<file path="src/rtl/cardinal_input_port.sv">
// Ring-router input port: two single-entry VC buffers alternating between
// upstream-facing (external) and arbiter-facing (internal) roles each cycle.
// Optional saturating accept/drop counters: define CARDINAL_INPUT_PORT_STATS_EN.
module cardinal_input_port #(
  parameter int PAC_WIDTH = 64
) (
  input  logic                 clk,
  input  logic                 reset,
  output logic                 polarity,
  input  logic                 in_si,
  output logic                 in_ri,
  input  logic [0:PAC_WIDTH-1] in_di,
  output logic                 req_cw,
  output logic                 req_ccw,
  output logic                 req_pe,
  input  logic                 gnt,
  output logic [0:PAC_WIDTH-1] pkt_out,
  output logic                 vc_err
`ifdef CARDINAL_INPUT_PORT_STATS_EN
  ,
  output logic [15:0]          acc_cnt,
  output logic [15:0]          drop_cnt
`endif
);

  logic                 r_polarity;
  logic [1:0]           r_full;
  logic [0:PAC_WIDTH-1] r_buf [2];
  logic                 r_vc_err;

  logic                 w_ext, w_int;
  logic                 w_hs, w_acc, w_drop, w_pop;
  logic                 w_int_full;
  logic [0:PAC_WIDTH-1] w_int_pkt;
  logic [7:0]           w_hop;

  assign w_ext      = ~r_polarity;
  assign w_int      = r_polarity;
  assign w_int_full = r_full[w_int];
  assign w_int_pkt  = r_buf[w_int];
  assign w_hop      = w_int_pkt[8:15];

  assign in_ri  = ~r_full[w_ext];
  assign w_hs   = in_si & in_ri;
  assign w_acc  = w_hs & (in_di[0] == w_ext);
  assign w_drop = w_hs & (in_di[0] != w_ext);
  // Requests only exist while the internal buffer is full, so this also masks gnt.
  assign w_pop  = w_int_full & gnt;

  assign polarity = r_polarity;
  assign vc_err   = r_vc_err;

  always_comb begin
    req_cw  = 1'b0;
    req_ccw = 1'b0;
    req_pe  = 1'b0;
    pkt_out = '0;
    if (w_int_full) begin
      if (w_hop == 8'd0)            req_pe  = 1'b1;
      else if (w_int_pkt[1] == 1'b0) req_cw  = 1'b1;
      else                           req_ccw = 1'b1;
      pkt_out    = w_int_pkt;
      pkt_out[0] = ~w_int_pkt[0];
      if (w_hop != 8'd0) pkt_out[8:15] = w_hop - 8'd1;
    end
  end

  always_ff @(posedge clk or posedge reset) begin
    if (reset) begin
      r_polarity <= 1'b0;
      r_full     <= 2'b00;
      r_vc_err   <= 1'b0;
    end else begin
      r_polarity <= ~r_polarity;
      // External and internal indices always differ, so both updates land.
      if (w_acc)  r_full[w_ext] <= 1'b1;
      if (w_pop)  r_full[w_int] <= 1'b0;
      if (w_drop) r_vc_err      <= 1'b1;
    end
  end

  always_ff @(posedge clk) begin
    if (w_acc) r_buf[w_ext] <= in_di;
  end

`ifdef CARDINAL_INPUT_PORT_STATS_EN
  logic [15:0] r_acc_cnt, r_drop_cnt;

  always_ff @(posedge clk or posedge reset) begin
    if (reset) begin
      r_acc_cnt  <= '0;
      r_drop_cnt <= '0;
    end else begin
      if (w_acc  && r_acc_cnt  != 16'hFFFF) r_acc_cnt  <= r_acc_cnt  + 16'd1;
      if (w_drop && r_drop_cnt != 16'hFFFF) r_drop_cnt <= r_drop_cnt + 16'd1;
    end
  end

  assign acc_cnt  = r_acc_cnt;
  assign drop_cnt = r_drop_cnt;
`endif

endmodule

</file>
<file path="config.mk">
export PLATFORM = sky130hd
export DESIGN_NAME = cardinal_input_port
export DESIGN_NICKNAME = d
export VERILOG_FILES = /design/src/rtl/cardinal_input_port.sv
export SDC_FILE = /design/constraint.sdc
export NUM_CORES = 1
export LEC_CHECK = 0
export ABC_CLOCK_PERIOD_IN_PS = 6650
export CORE_MARGIN = 8
export CORE_UTILIZATION = 48
export CTS_CLUSTER_DIAMETER = 40
export DETAILED_ROUTE_END_ITERATION = 8
export GPL_TIMING_DRIVEN = 1
export PLACE_DENSITY = 0.87
export SLEW_MARGIN = 20
export SYNTH_ARGS = -nofsm -noshare
export SYNTH_HDL_FRONTEND = slang
export SYNTH_SLANG_ARGS = --single-unit
export TNS_END_PERCENT = 10
</file>
<file path="constraint.sdc">
create_clock -name clk -period 6.65 [get_ports clk]
set_input_delay 0.9975 -clock clk [delete_from_list [all_inputs] [get_ports clk]]
set_output_delay 0.9975 -clock clk [all_outputs]
set_load 0.01 [all_outputs]
</file>
# Word-level counts from Yosys, hierarchy flattened
# Memory sizes are Yosys's and may differ from the RTL's.
# Cells that the tools add are included.
[word_totals]
reg_bits = 4
latchBits = 0
ram_bits = 128
mem_bits_ro = 0
input_bits = 68
out_inout_bits = 70
n_memories = 1
[mem_list]
columns = ["memory", "words", "word_bits", "read_ports", "rd_clocked_by_memory_dff", "write_ports", "line_no", "text"]
rows = [
  ["r_buf", 2, 64, 1, 0, 1, "28", "logic [0:PAC_WIDTH-1] r_buf [2];"],
]
[classes]
add_sub_neg = 1
multipliers = 0
n_div = 0
n_lt_le_gt_ge = 4
eq_ne = 2
n_shift = 0
muxes = 22
n_bitwise = 10
reduce_logical = 4
[op_table]
columns = ["op", "count"]
rows = [
  ["$mux 64", 1],
  ["$mux 1", 16],
  ["$logic_not 8->1", 1],
  ["$mux 8", 1],
  ["$reduce_bool 8->1", 1],
  ["$sub 8x1->8 const B", 1],
  ["$and 1x1->1", 4],
  ["$lt 1x2->1 const B", 2],
  ["$mux 2", 2],
  ["$not 1->1", 3],
  ["$and 2x2->2", 1],
  ["$demux 1 s1", 2],
  ["$ge 1x1->1 const B", 2],
  ["$logic_and 1x1->1", 2],
  ["$not 2->2", 1],
  ["$or 2x2->2", 1],
  ["$eq 1x1->1", 1],
  ["$ne 1x1->1", 1],
]

# Depth between registers and ports, before layout
[logic_depth]
word_depth = 9
depth_mapped = 7
depth_no_buf = 6

# Least setup slack after synthesis
# No wires, ideal clock.
[synth_path]
path_kind = "input -> register"
from = "input in_di[0] (netlist name)"
to = "memory r_buf[1][0] (netlist name) (enable)"
setup_time_ns = 0.565
arrival_time_ns = 5.383
required_time_ns = 6.085
slack_ns = 0.703
cell_stages = 2
path_buffers = 0
path_cell_list = "nand2_1 > nor3_1"
[synth_between]
elab_chain_cells = 4
[synth_lines]
columns = ["element", "line_no", "text"]
rows = [
  ["start, declared", "12", "input logic [0:PAC_WIDTH-1] in_di,"],
  ["$eq 1x1->1", "45", "assign w_acc = w_hs & (in_di[0] == w_ext);"],
  ["$and 1x1->1", "45", ""],
  ["$mux 1", "83", "if (w_acc) r_buf[w_ext] <= in_di;"],
  ["$mux 1 (not written as such)", "83", ""],
  ["end, declared", "28", ""],
]
# Every way passes these cells.

# Worst setup path after layout
[layout_path]
from = "register r_polarity (netlist: polarity)"
to = "output pkt_out[15] (netlist name)"
[layout_between]
elab_chain_cells = 4
word_cells_on_any_way = 7
cone_classes = "add/sub (1); mux (4); reduce/logical (1); memory (1)"
[layout_lines]
columns = ["element", "line_no", "text"]
rows = [
  ["start, declared", "26", "logic r_polarity;"],
  ["start signal, assigned", "74", "r_polarity <= ~r_polarity;"],
  ["$mem_v2 2x64", "-", ""],
  ["$sub 8x1->8 or $reduce_bool 8->1 (tied branches)", "64", "if (w_hop != 8'd0) pkt_out[8:15] = w_hop - 8'd1;"],
  ["$mux 8", "64", ""],
  ["$mux 64 *", "58", "if (w_int_full) begin"],
  ["end, declared", "17", "output logic [0:PAC_WIDTH-1] pkt_out,"],
]
# Every way passes the cells marked *; elsewhere a longest branch is shown, timed or not. The select of a mux whose other input is x is not followed.

==> load_flow_metrics.sql <==
INSERT INTO impl_metrics (metric_group, metric, value, unit) VALUES
('placed_design', 'buffer_ports.inserted', '137', ''),
('floorplanning', 'boundaryPins', '138', ''),
('sta', 'rsz0062_at_grt', 'false', ''),
('clock_network', 'insertion_delay', '0.50', 'ns'),
('routing', 'dr.first_iter.drc_count', '247', ''),
('sta', 'slew_viol_final', '0', ''),
('yosys', 'netlist.area_leader.share', '0.730', ''),
('setup_path', 'crit_path_max_fanout', '42', ''),
('yosys', 'synth.ff_latch_count', '132', ''),
('placed_design', 'routability_driven_placement_congestion_ratio', '0.794', ''),
('power', 'cellPowerDensity', '269', 'mW/mm²'),
('routing', 'avgViaCountPerCell', '5.16', ''),
('floorplanning', 'start_util', '0.488', ''),
('power', 'seqPwrFrac', '0.482', ''),
('final_layout', 'finish.net_count', '538', ''),
('clock_network', 'post-cts-setup-buffers', '0', ''),
('routing', 'postRouteAntennaNets', '0', ''),
('floorplanning', 'die-height', '121', 'µm'),
('run_status', 'run_status', 'completed', ''),
('sta', 'clock_skew', '0.00522', 'ns'),
('setup_path', 'crit_buf_inv', '1', ''),
('clock_network', 'clock-root-buffer', 'sky130_fd_sc_hd__clkbuf_8', ''),
('routing', 'post_drt_wl_per_cell', '18.5', 'µm'),
('setup_path', 'crit_path_cell_trace', 'mux2i_1 > ha_1 > o211ai_2 > or3_1 > a21oi_1 > clkdlybuf4s50_1', ''),
('final_layout', 'non_filler_cells_in_the_finished_layout', '618', ''),
('flow_run', 'max-cap-violations', '0', ''),
('sta', 'setup_violations', '0', ''),
('hold_path', 'hp-class', 'flip-flop to flip-flop', ''),
('routing', 'drt_pass1_iterations', '4', ''),
('final_layout', 'synthToLayoutAreaGrowth', '38.4', '%'),
('setup_path', 'worst-endpoint-arrival', '3.37', 'ns'),
('sta', 'relative_slew_slack', '0.433', ''),
('placed_design', 'place.detailed.hpwl', '7.71', 'mm'),
('yosys', 'synth_cell_types', '33', ''),
('yosys', 'synth_fp_nets', '393', ''),
('setup_path', 'worst_path_dominant_cell_family', 'flip-flops', ''),
('setup_path', 'worst_setup_path_end_kind', 'primary output', ''),
('final_layout', 'final_layout_size_suffix_gt1_frac', '0.0774', ''),
('power', 'share_of_total_power_in_the_clock_network', '0.416', ''),
('power', 'power.internal', '1.56', 'mW'),
('floorplanning', 'die_w', '121', 'µm'),
('global_routing', 'grt_use_total', '0.159', ''),
('yosys', 'synthesis.area_per_instance', '16.2', 'µm²'),
('routing', 'detail_route.drc_violations', '0', ''),
('yosys', 'synth.yosys.seq_area_share', '0.749', ''),
('power', 'ir_worst_vdd', '0.000190', 'V'),
('global_routing', 'global_route_wire_length_before_repair', '17.9', 'mm'),
('clock_network', 'postCtsHoldBufs', '0', ''),
('floorplanning', 'floorplan.rows', '38', ''),
('power', 'power.switching_fraction', '0.203', ''),
('final_layout', 'fillCellCount', '749', ''),
('sta', 'max_freq', '0.229', 'GHz'),
('sta', 'min_period_over_period', '0.656', ''),
('final_layout', 'layout_commonest_cell', 'sky130_fd_sc_hd__clkdlybuf4s50_1', ''),
('placed_design', 'dpl.cell_count', '590', ''),
('global_routing', 'initial_antenna_violation_count', '0', ''),
('setup_path', 'crit_path_top_delay_cell', 'sky130_fd_sc_hd__dfrtp_4', ''),
('clock_network', 'clkSlewWorstSetupHoldPaths', '0.05', 'ns'),
('yosys', 'synth_top_cells_by_area', 'sky130_fd_sc_hd__edfxtp_1 73%, sky130_fd_sc_hd__mux2i_1 12%, sky130_fd_sc_hd__nor2_1 4.3%', ''),
('global_routing', 'grt_start_max_net_pins', '65', ''),
('sta', 'layout_min_cycle_time', '4.36', 'ns'),
('routing', 'dr_total_vias', '3189', ''),
('power', 'power.share.combinational', '0.102', ''),
('sta', 'final-hold-violation-count', '0', ''),
('floorplanning', 'core-area', '0.0108', 'mm²'),
('yosys', 'post_synth_instance_area', '0.00526', 'mm²'),
('clock_network', 'cts_tree', 'yes', ''),
('yosys', 'post_synthesis_cells', '324', ''),
('final_layout', 'antenna-diode-count', '0', ''),
('clock_network', 'clock_sink_count', '132', ''),
('clock_network', 'cts.htree.levels', '4', '');
-- sequential cells by signal, summed over array words and instances, names as in the netlist --
name      flops
r_buf       128
r_full        2
polarity      1
vc_err        1
-- cell families after synthesis --
family                   count (synthesis)  synth area share
XOR/XNOR                                 3           0.00499
AND/OR/NAND/NOR                         84            0.0725
adder cells (fa/ha/maj)                  1           0.00238
multiplexers                            64             0.124
AO/OA/AOI/OAI                           21            0.0266
buffers and inverters                   19            0.0202
flip-flops                             132             0.749
-- synthesized netlist by cell type --
cell / instances
sky130_fd_sc_hd__nor4b_2: 1
sky130_fd_sc_hd__buf_6: 1
sky130_fd_sc_hd__o21bai_2: 1
sky130_fd_sc_hd__o21ai_0: 4
sky130_fd_sc_hd__nor2_1: 61
sky130_fd_sc_hd__nand3b_1: 1
sky130_fd_sc_hd__o211ai_2: 1
sky130_fd_sc_hd__nor4_4: 1
sky130_fd_sc_hd__mux2i_1: 63
sky130_fd_sc_hd__a31oi_1: 1
sky130_fd_sc_hd__clkbuf_1: 4
sky130_fd_sc_hd__or3_1: 1
sky130_fd_sc_hd__xnor2_1: 3
sky130_fd_sc_hd__buf_4: 6
sky130_fd_sc_hd__ha_1: 1
sky130_fd_sc_hd__a21oi_1: 6
sky130_fd_sc_hd__nand2_1: 2
sky130_fd_sc_hd__o22ai_1: 1
sky130_fd_sc_hd__o211ai_1: 1
sky130_fd_sc_hd__inv_1: 4
sky130_fd_sc_hd__nand3_1: 2
sky130_fd_sc_hd__dfrtp_1: 4
sky130_fd_sc_hd__mux2i_4: 1
sky130_fd_sc_hd__edfxtp_1: 128
sky130_fd_sc_hd__nor3_1: 8
sky130_fd_sc_hd__o21a_1: 3
sky130_fd_sc_hd__and3_1: 1
sky130_fd_sc_hd__nor2b_1: 4
sky130_fd_sc_hd__or2_2: 1
sky130_fd_sc_hd__or4_1: 1
sky130_fd_sc_hd__buf_2: 4
sky130_fd_sc_hd__a31o_2: 1
sky130_fd_sc_hd__a211oi_1: 2
-- path summary, 6_finish.rpt --
| kind | from | endpoint | slack [ns] | cells past startpoint |
|---|---|---|---|---|
| min in group asynchronous | reset | vc_err | 0.68 | 2 |
| setup / recovery | polarity | pkt_out[15] | 2.29 | 6 |
| hold / removal | vc_err | vc_err | 0.48 | 1 |
| max in group asynchronous | reset | polarity | 5.81 | 2 |
| setup reg to reg | polarity | r_buf[0][43] | 3.34 | 3 |
| hold reg to reg | vc_err | vc_err | 0.48 | 1 |
-- stage by stage --
step / util / hold WS [ns] / cell area [µm²] / setup WS (ns) / total power [mW]
finish: 0.675 / 0.476 / 7280 / 2.29 / 1.96
global route: 0.675 / 0.521 / 7280 / 1.99 / 2.03
CTS: 0.675 / 0.476 / 7280 / 2.22 / 1.98
detailed placement: 0.627 / 0.463 / 6770 / 2.77 / 1.16
global placement: 0.627 / 0.455 / 6770 / 2.85 / 1.16
floorplan: - / 0.512 / 5260 / 0.703 / 1.03
-- layer usage --
layer / vias up / wire length, µm / track usage
met5: - / 0 / 0
li1: 1504 / - / -
met4: 0 / 113 / 0.0539
met2: 117 / 6150 / 0.283
met3: 14 / 816 / 0.0634
met1: 1554 / 4330 / 0.168
-- cell type report --
cell class                 count  area (µm²)  area share
tap                          140         175      0.0241
multi-input combinational    173        1230       0.169
inverter                       4        15.0     0.00206
sequential                   132        3950       0.542
clock buffer                  18         418      0.0574
timing repair buffer         141        1400       0.192
clock inverter                10        93.8      0.0129
-- power by group through the flow --
stage / sequential [mW] / combinational (mW) / clock (mW)
floorplan: 0.958 / 0.0704 / 0
global placement: 0.959 / 0.197 / 0
finish: 0.944 / 0.200 / 0.813
CTS: 0.944 / 0.204 / 0.830
detailed placement: 0.960 / 0.202 / 0
global route: 0.944 / 0.216 / 0.869
Note: power is estimated with default switching activity, not from simulation.
